--- config.mk ---
export PLATFORM = sky130hd
export DESIGN_NAME = regfile_scoreboard
export DESIGN_NICKNAME = d
export VERILOG_FILES = /design/src/rtl/regfile_scoreboard_pkg.sv /design/src/rtl/sb_counter.sv /design/src/rtl/regfile_scoreboard.sv
export SDC_FILE = /design/constraint.sdc
export NUM_CORES = 1
export LEC_CHECK = 0
export CORE_ASPECT_RATIO = 1.1
export CORE_MARGIN = 2
export CORE_UTILIZATION = 35
export DETAILED_ROUTE_END_ITERATION = 6
export GPL_ROUTABILITY_DRIVEN = 0
export PLACE_DENSITY = 0.54
export SLEW_MARGIN = 20
export SYNTH_ARGS = -nofsm -noshare
export SYNTH_HDL_FRONTEND = slang
export SYNTH_SLANG_ARGS = --single-unit
--- constraint.sdc ---
create_clock -name clk -period 3.6 [get_ports clk]
set_input_delay 0.54 -clock clk [delete_from_list [all_inputs] [get_ports clk]]
set_output_delay 0.54 -clock clk [all_outputs]
set_load 0.02 [all_outputs]
--- src/rtl/regfile_scoreboard_pkg.sv ---
// Shared register-address constants and a small release-decode helper for the
// integer register-file scoreboard.
package regfile_scoreboard_pkg;

  localparam int                    REG_ADDR_W = 5;
  localparam logic [REG_ADDR_W-1:0] REG_X0     = 5'd0;

  // One write port hitting a given architectural register; x0 never counts.
  function automatic logic port_hit(input logic                  en,
                                    input logic [REG_ADDR_W-1:0] port_reg,
                                    input logic [REG_ADDR_W-1:0] idx);
    return en && (port_reg == idx) && (idx != REG_X0);
  endfunction

endpackage

--- src/rtl/sb_counter.sv ---
// One register's outstanding-write counter: saturating increment on reserve,
// up to two decrements per cycle from the write ports, clamped at zero.
module sb_counter #(
  parameter int CNT_W = 2
) (
  input  logic             clk,
  input  logic             reset_n,
  input  logic             inc,
  input  logic             dec0,
  input  logic             dec1,
  input  logic             clr,
  output logic [CNT_W-1:0] cnt,
  output logic             full,
  output logic             ovf,
  output logic             unf
);

  localparam logic [CNT_W-1:0] CNT_MAX = '1;

  logic signed [CNT_W:0] nxt;

  // A same-cycle release frees a slot, so the reserve may land.
  assign full = (cnt == CNT_MAX) && !dec0 && !dec1;

  always_comb begin
    nxt = $signed({1'b0, cnt})
        + $signed({{CNT_W{1'b0}}, inc && !full})
        - $signed({{CNT_W{1'b0}}, dec0})
        - $signed({{CNT_W{1'b0}}, dec1});
  end

  // Flush discards everything in flight, including what would be a protocol error.
  assign ovf = !clr && inc && full;
  assign unf = !clr && nxt[CNT_W];

  always_ff @(posedge clk or negedge reset_n) begin
    if (!reset_n)         cnt <= '0;
    else if (clr)         cnt <= '0;
    else if (nxt[CNT_W])  cnt <= '0;
    else                  cnt <= nxt[CNT_W-1:0];
  end

endmodule

--- src/rtl/regfile_scoreboard.sv ---
// Pending-write scoreboard for the integer register file: decode reserves rd,
// the mem/wb write ports release it, and decode stalls on rs1/rs2/rd status.
module regfile_scoreboard
  import regfile_scoreboard_pkg::*;
#(
  parameter int NREGS = 32,
  parameter int CNT_W = 2
) (
  input  logic                  clk,
  input  logic                  reset_n,
  input  logic [REG_ADDR_W-1:0] rs1,
  input  logic [REG_ADDR_W-1:0] rs2,
  output logic                  rs1_valid,
  output logic                  rs2_valid,
  input  logic [REG_ADDR_W-1:0] rd,
  input  logic                  reserve,
  output logic                  rd_full,
  input  logic [REG_ADDR_W-1:0] rel0_reg,
  input  logic                  rel0_en,
  input  logic [REG_ADDR_W-1:0] rel1_reg,
  input  logic                  rel1_en,
  input  logic                  flush,
  output logic [NREGS-1:0]      pending,
  output logic                  busy,
  output logic                  err
);

  logic [NREGS-1:0][CNT_W-1:0] cnt;
  logic [NREGS-1:0]            full;
  logic [NREGS-1:0]            ovf;
  logic [NREGS-1:0]            unf;

  assign cnt[0]  = '0;
  assign full[0] = 1'b0;
  assign ovf[0]  = 1'b0;
  assign unf[0]  = 1'b0;

  for (genvar i = 1; i < NREGS; i++) begin : g_cnt
    localparam logic [REG_ADDR_W-1:0] IDX = REG_ADDR_W'(i);
    sb_counter #(.CNT_W(CNT_W)) u_cnt (
      .clk     (clk),
      .reset_n (reset_n),
      .inc     (reserve && (rd == IDX)),
      .dec0    (port_hit(rel0_en, rel0_reg, IDX)),
      .dec1    (port_hit(rel1_en, rel1_reg, IDX)),
      .clr     (flush),
      .cnt     (cnt[i]),
      .full    (full[i]),
      .ovf     (ovf[i]),
      .unf     (unf[i])
    );
  end

  always_comb begin
    pending = '0;
    for (int i = 1; i < NREGS; i++) pending[i] = |cnt[i];
  end

  assign busy = |pending;

  // Releases landing this cycle are bypassed by the regfile, so a source whose
  // remaining writers all retire now is already readable.
  logic [CNT_W:0] hits1, hits2;

  assign hits1 = (CNT_W+1)'(port_hit(rel0_en, rel0_reg, rs1))
               + (CNT_W+1)'(port_hit(rel1_en, rel1_reg, rs1));
  assign hits2 = (CNT_W+1)'(port_hit(rel0_en, rel0_reg, rs2))
               + (CNT_W+1)'(port_hit(rel1_en, rel1_reg, rs2));

  assign rs1_valid = (rs1 == REG_X0) || (cnt[rs1] == '0) || ({1'b0, cnt[rs1]} == hits1);
  assign rs2_valid = (rs2 == REG_X0) || (cnt[rs2] == '0) || ({1'b0, cnt[rs2]} == hits2);

  assign rd_full = (rd != REG_X0) && full[rd];

  always_ff @(posedge clk or negedge reset_n) begin
    if (!reset_n)           err <= 1'b0;
    else if (|{ovf, unf})   err <= 1'b1;
  end

endmodule

# == Word level (Yosys, flattened, before mapping) ==
# Index checks and enable logic that the tools add are counted.
# word_totals
wordCells,754
inputBits,31
mem_bits_rw,0
mem_count,0
latchBits,0
register_bits,63
rom_bits,0
# op_classes
n_mux,68
n_eq_ne,130
n_mul,0
bitwise_logic,0
div_mod_pow,0
magnitude_cmp,3
reduce_logical,426
shift,0
add_sub_neg,95
# ops
op,n
1-bit logical AND,288
"5-bit == test, second input constant",48
3-bit by 2-bit subtractor with 3-bit output,62
2-bit 2-to-1 mux,64
62-bit OR reduction,2
"5-bit by 4-bit == test with 1-bit output, second input constant",24
1-bit logical NOT,94
2-bit by 1-bit adder with 3-bit output,31
"2-bit == test, second input constant",31
2-bit OR reduction,31
"5-bit by 3-bit == test with 1-bit output, second input constant",12
"5-bit by 2-bit == test with 1-bit output, second input constant",6
2-bit binary-select mux with 5-bit select,2
5-bit == test,4
"5-bit by 6-bit < comparator with 1-bit output, second input constant",3
"5-bit by 1-bit == test with 1-bit output, second input constant",3
5-bit nonzero test,3
5-bit logical NOT,2
2-bit by 3-bit == test with 1-bit output,2
1-bit binary-select mux with 5-bit select,1
1-bit by 1-bit adder with 2-bit output,2
2-bit logical NOT,2
1-bit logical OR,4
1-bit 2-to-1 mux,1

# == Logic depth before layout (Yosys ltp) ==
# logic_depth
ltp_word,12
ltp_mapped,18

# == Hierarchy ==
# A second synthesis with hierarchy kept.
# hier_totals
hier_cells,945
hier_area_um2,8451.9
# by_module_without_submodules
mod,seq_area_each_um2,cells_per_inst,instances,area_each_um2
sb_counter,50.0,17,31,180.2
regfile_scoreboard,25.0,418,1,2866.5

# == Least setup slack after synthesis ==
# No wires, ideal clock.
# synth_timing
path_kind,input to register
start,input rel0_reg[0]
end,register err
path_slack_ns,-0.406
t_arrival_ns,3.859
cell_stages,16
cell_sequence,clkbuf_1 > or4b_1 > nor2_1 > nor3_1 > or3_1 > fa_1 > inv_1 > ha_1 > ha_1 > xor2_1 > nor4_1 > nand4_1 > nor2_1 > nand2_1 > nor4b_1 > a41oi_1
# synth_between
elab_chain_cells,12
# synth_rtl
item,line,rtl
start: declaration,regfile_scoreboard.sv:18,"input logic [REG_ADDR_W-1:0] rel0_reg,"
"5-bit by 1-bit == test with 1-bit output, or another cell as far along",regfile_scoreboard_pkg.sv:12,return en && (port_reg == idx) && (idx != REG_X0);
1-bit logical AND,regfile_scoreboard_pkg.sv:12,
1-bit logical NOT,sb_counter.sv:23,assign full = (cnt == CNT_MAX) && !dec0 && !dec1;
1-bit logical AND (2 in a row),sb_counter.sv:23,
1-bit logical NOT,sb_counter.sv:27,"+ $signed({{CNT_W{1'b0}}, inc && !full})"
1-bit logical AND,sb_counter.sv:27,
2-bit by 1-bit adder with 3-bit output,sb_counter.sv:27,
3-bit by 2-bit subtractor with 3-bit output,sb_counter.sv:28,"- $signed({{CNT_W{1'b0}}, dec0})"
3-bit by 2-bit subtractor with 3-bit output,sb_counter.sv:29,"- $signed({{CNT_W{1'b0}}, dec1});"
1-bit logical AND,sb_counter.sv:34,assign unf = !clr && nxt[CNT_W];
62-bit OR reduction *,regfile_scoreboard.sv:77,"else if (|{ovf, unf}) err <= 1'b1;"
end signal: assignment,regfile_scoreboard.sv:76,if (!reset_n) err <= 1'b0;
end signal: assignment,regfile_scoreboard.sv:77,
end: declaration,regfile_scoreboard.sv:25,output logic err
# Mark *: on every way between the ends. The rest lies on a longest branch, timed or not.
# A chain may end at the register's enable or synchronous reset.

# == Worst setup path after layout ==
# layout_timing
start,input rel0_reg[4]
end,register err
# Same word-level chain as after synthesis.

==> qor.txt <==
Routed Antenna Nets: 0
Io pins: 68
Leak pwr: 6.30 nW
Gr ovfl total: 0
Area growth, synth to finish: 47.5%
Largest net degree at the start of global routing: 33
Detailed Route Iter0 Violations: 730
Commonest cells post-synth: inv_1 (103), ha_1 (95), nor2_1 (89), nand2_1 (85), and2_1 (68)
Synth Flop Type: dfrtp_1
# DRC: 0
Final Max Tran Viols: 0
Number of synthesized flops with an enable pin: 0
Max_cap viols: 0
Worst Max-Slew Pin Slew: 0.696 ns
Yosys cell types: 67
Clock Sinks: 63
CTS clock-pin slew for the worst setup and hold paths: 0.07 ns
Pwr Total: 0.00260 W
Final worst slack: -0.323 ns
Critical path endpoint category: flop
Nets: 1,419
Max Root-Sink Buffers: 2
Hpwl dp: 26,700 µm
Share of layout cells above drive strength 1: 0.340
F_max: 255 MHz
Final setup viols: 1
Core ar.: 0.0226 mm²
Crit path required time: 3.82 ns
H-tree depth: 3
First-pass GRT wire length: 49,000 µm
Cell chain of the critical path: buf_12 > buf_6 > or4b_4 > nor2_4 > nor3_2 > or3_4 > fa_2 > inv_2 > ha_4 > ha_4 > xor2_2 > nor4_1 > buf_4 > nand4_1 > nor2_1 > nand2_1 > nor4b_2 > a41oi_1
Count of port buffers added during placement: 66
Worst Path Buf+Inv: 4
Final wirelength: 32,800 µm
Avg WL per Cell: 20.9 µm
Status: finished, violations left
Failing checks: setup timing
Arrival @ worst endpoint: 4.14 ns
Rel. slew slack: 0.536
Peak fanout along the critical path: 3
Cts bufs inserted: 9
CP startpoint kind: input port
Placed Cells: 1,522
Vias per cell: 5.44
Dominant cells by area after synthesis: dfrtp_1 (20%), ha_1 (15%), fa_1 (7.7%)
CTS Hold Bufs: 0
Syn nets: 1,094
Die area: 0.0241 mm²
Vias: 8,532
Antenna Cells: 0
Stages on worst setup path: 18
Die Span Y: 163 µm
GRT Util Overall: 0.273
Root Buffer: clkbuf_16
Synth Register Bits: 63
Synth top area share: 0.197
Pre-CTS setup slack: -1.09 ns
# rows: 58
Final min period: 3.92 ns
Netlist area before placement: 0.00801 mm²
Max rail drop VDD: 0.192 mV
Initial antenna violation count: 0
DRT Pass-1 Iters: 5
Vias in the first global route: 8,388
Final worst path period share: 1.09
Final hold vios: 0
Syn Inst Count: 937
Pwr dens: 220 mW/mm²
Clock Skew: 0.0162 ns
Unrepaired setup endpoints after global routing: yes
CTS tree: done
Synth warn: 0
Clock Latency Late Sink: 0.36 ns
Initial Utilization: 0.354
Final cell count without fillers: 1,567
Mapped Avg Cell Area: 8.55 µm²
CP delay by family, top: simple AND/OR/NAND/NOR gates
Reg2Reg Depth: 16
Max incr delay on CP: 0.57 ns
Synth async-reset ratio: 1.00
Leading area contributor after synthesis: dfrtp_1
Most frequent CP cell: ha_4
Worst Hold Class: input port to asynchronous set/reset pin
Max stage delay cell, worst path: or4b_4
Crit path kind: input port to flop
Die X: 148 µm
Sequential share of the synthesized area: 0.197
Most numerous cell in the Yosys netlist: inv_1
==> logic make-up after synthesis <==
logic type / after synthesis / synth area share
fa+ha+maj: 126 / 0.226
simple gates: 432 / 0.287
xor+xnor: 47 / 0.0514
buf+inv: 148 / 0.0710
compound gates: 77 / 0.0717
other cells: 1 / 0.000468
flops: 63 / 0.197
mux: 43 / 0.0957
==> state kept, by name, summed over array words and instances (netlist names) <==
| register | flops |
|---|---|
| g_cnt.u_cnt.cnt | 62 |
| err | 1 |
==> path summary, 6_finish.rpt <==
check / start / slack, ns / end
setup / recovery: rel0_reg[4] / -0.32 / err$_DFFE_PN0P_
hold / removal: reset_n / 0.21 / g_cnt[14].u_cnt.cnt[1]$_DFF_PN0_
setup reg to reg: g_cnt[31].u_cnt.cnt[1]$_DFF_PN0_ / 0.18 / err$_DFFE_PN0P_
hold reg to reg: g_cnt[1].u_cnt.cnt[0]$_DFF_PN0_ / 0.70 / g_cnt[1].u_cnt.cnt[0]$_DFF_PN0_
max in group asynchronous: reset_n / 2.51 / g_cnt[20].u_cnt.cnt[0]$_DFF_PN0_
min in group clk: g_cnt[1].u_cnt.cnt[0]$_DFF_PN0_ / 0.70 / g_cnt[1].u_cnt.cnt[0]$_DFF_PN0_
==> cell type report <==
type,count,area [µm²]
clock inverters,6,92.6
repair buffers,359,2960
well taps,300,375
inverters,103,387
multi-input cells,726,6190
fillers,2139,10800
flip-flops and latches,63,1580
clock buffers,10,239
==> power by group <==
part	internal (W)	switching [W]
combinational	0.000386	0.000417
clock	0.000630	0.000398
sequential	0.000730	0.0000382
==> per-layer routing <==
metal / track usage / routed length, µm
met1: 0.364 / 13300
met2: 0.435 / 14900
met3: 0.0389 / 2780
met4: 0.133 / 1750
met5: 0 / 0
==> placed cells by master, fill, tap and decap left out, types with 30 or more instances in the layout <==
| cell | count |
|---|---|
| buf_4 | 277 |
| inv_1 | 102 |
| ha_1 | 93 |
| nand2_1 | 83 |
| nor2_1 | 80 |
| and2_1 | 67 |
| dfrtp_1 | 63 |
| clkdlybuf4s50_1 | 45 |
| xor2_1 | 42 |
| fa_1 | 30 |
==> what timing repair did <==
| action | in CTS | in global routing |
|---|---|---|
| pin swaps | 1 | 18 |
| endpoints found under the setup margin | 7 | 13 |
| setup buffers | 0 | 27 |
| gates cloned | 0 | 2 |
| gates resized for setup | 26 | 106 |
==> metrics by stage <==
step	cell area, µm²	TNS, ns	util	hold slack [ns]
after global routing	11800	-0.477	0.522	0.273
after CTS	11300	-0.671	0.500	0.230
after floorplan	8100	-0.0597	-	0.244
final	11800	-0.323	0.522	0.213
after global placement	10900	-11.41	0.483	0.618
after detailed placement	10900	-12.00	0.483	0.621
No activity file was read; power rests on OpenSTA's default activity.
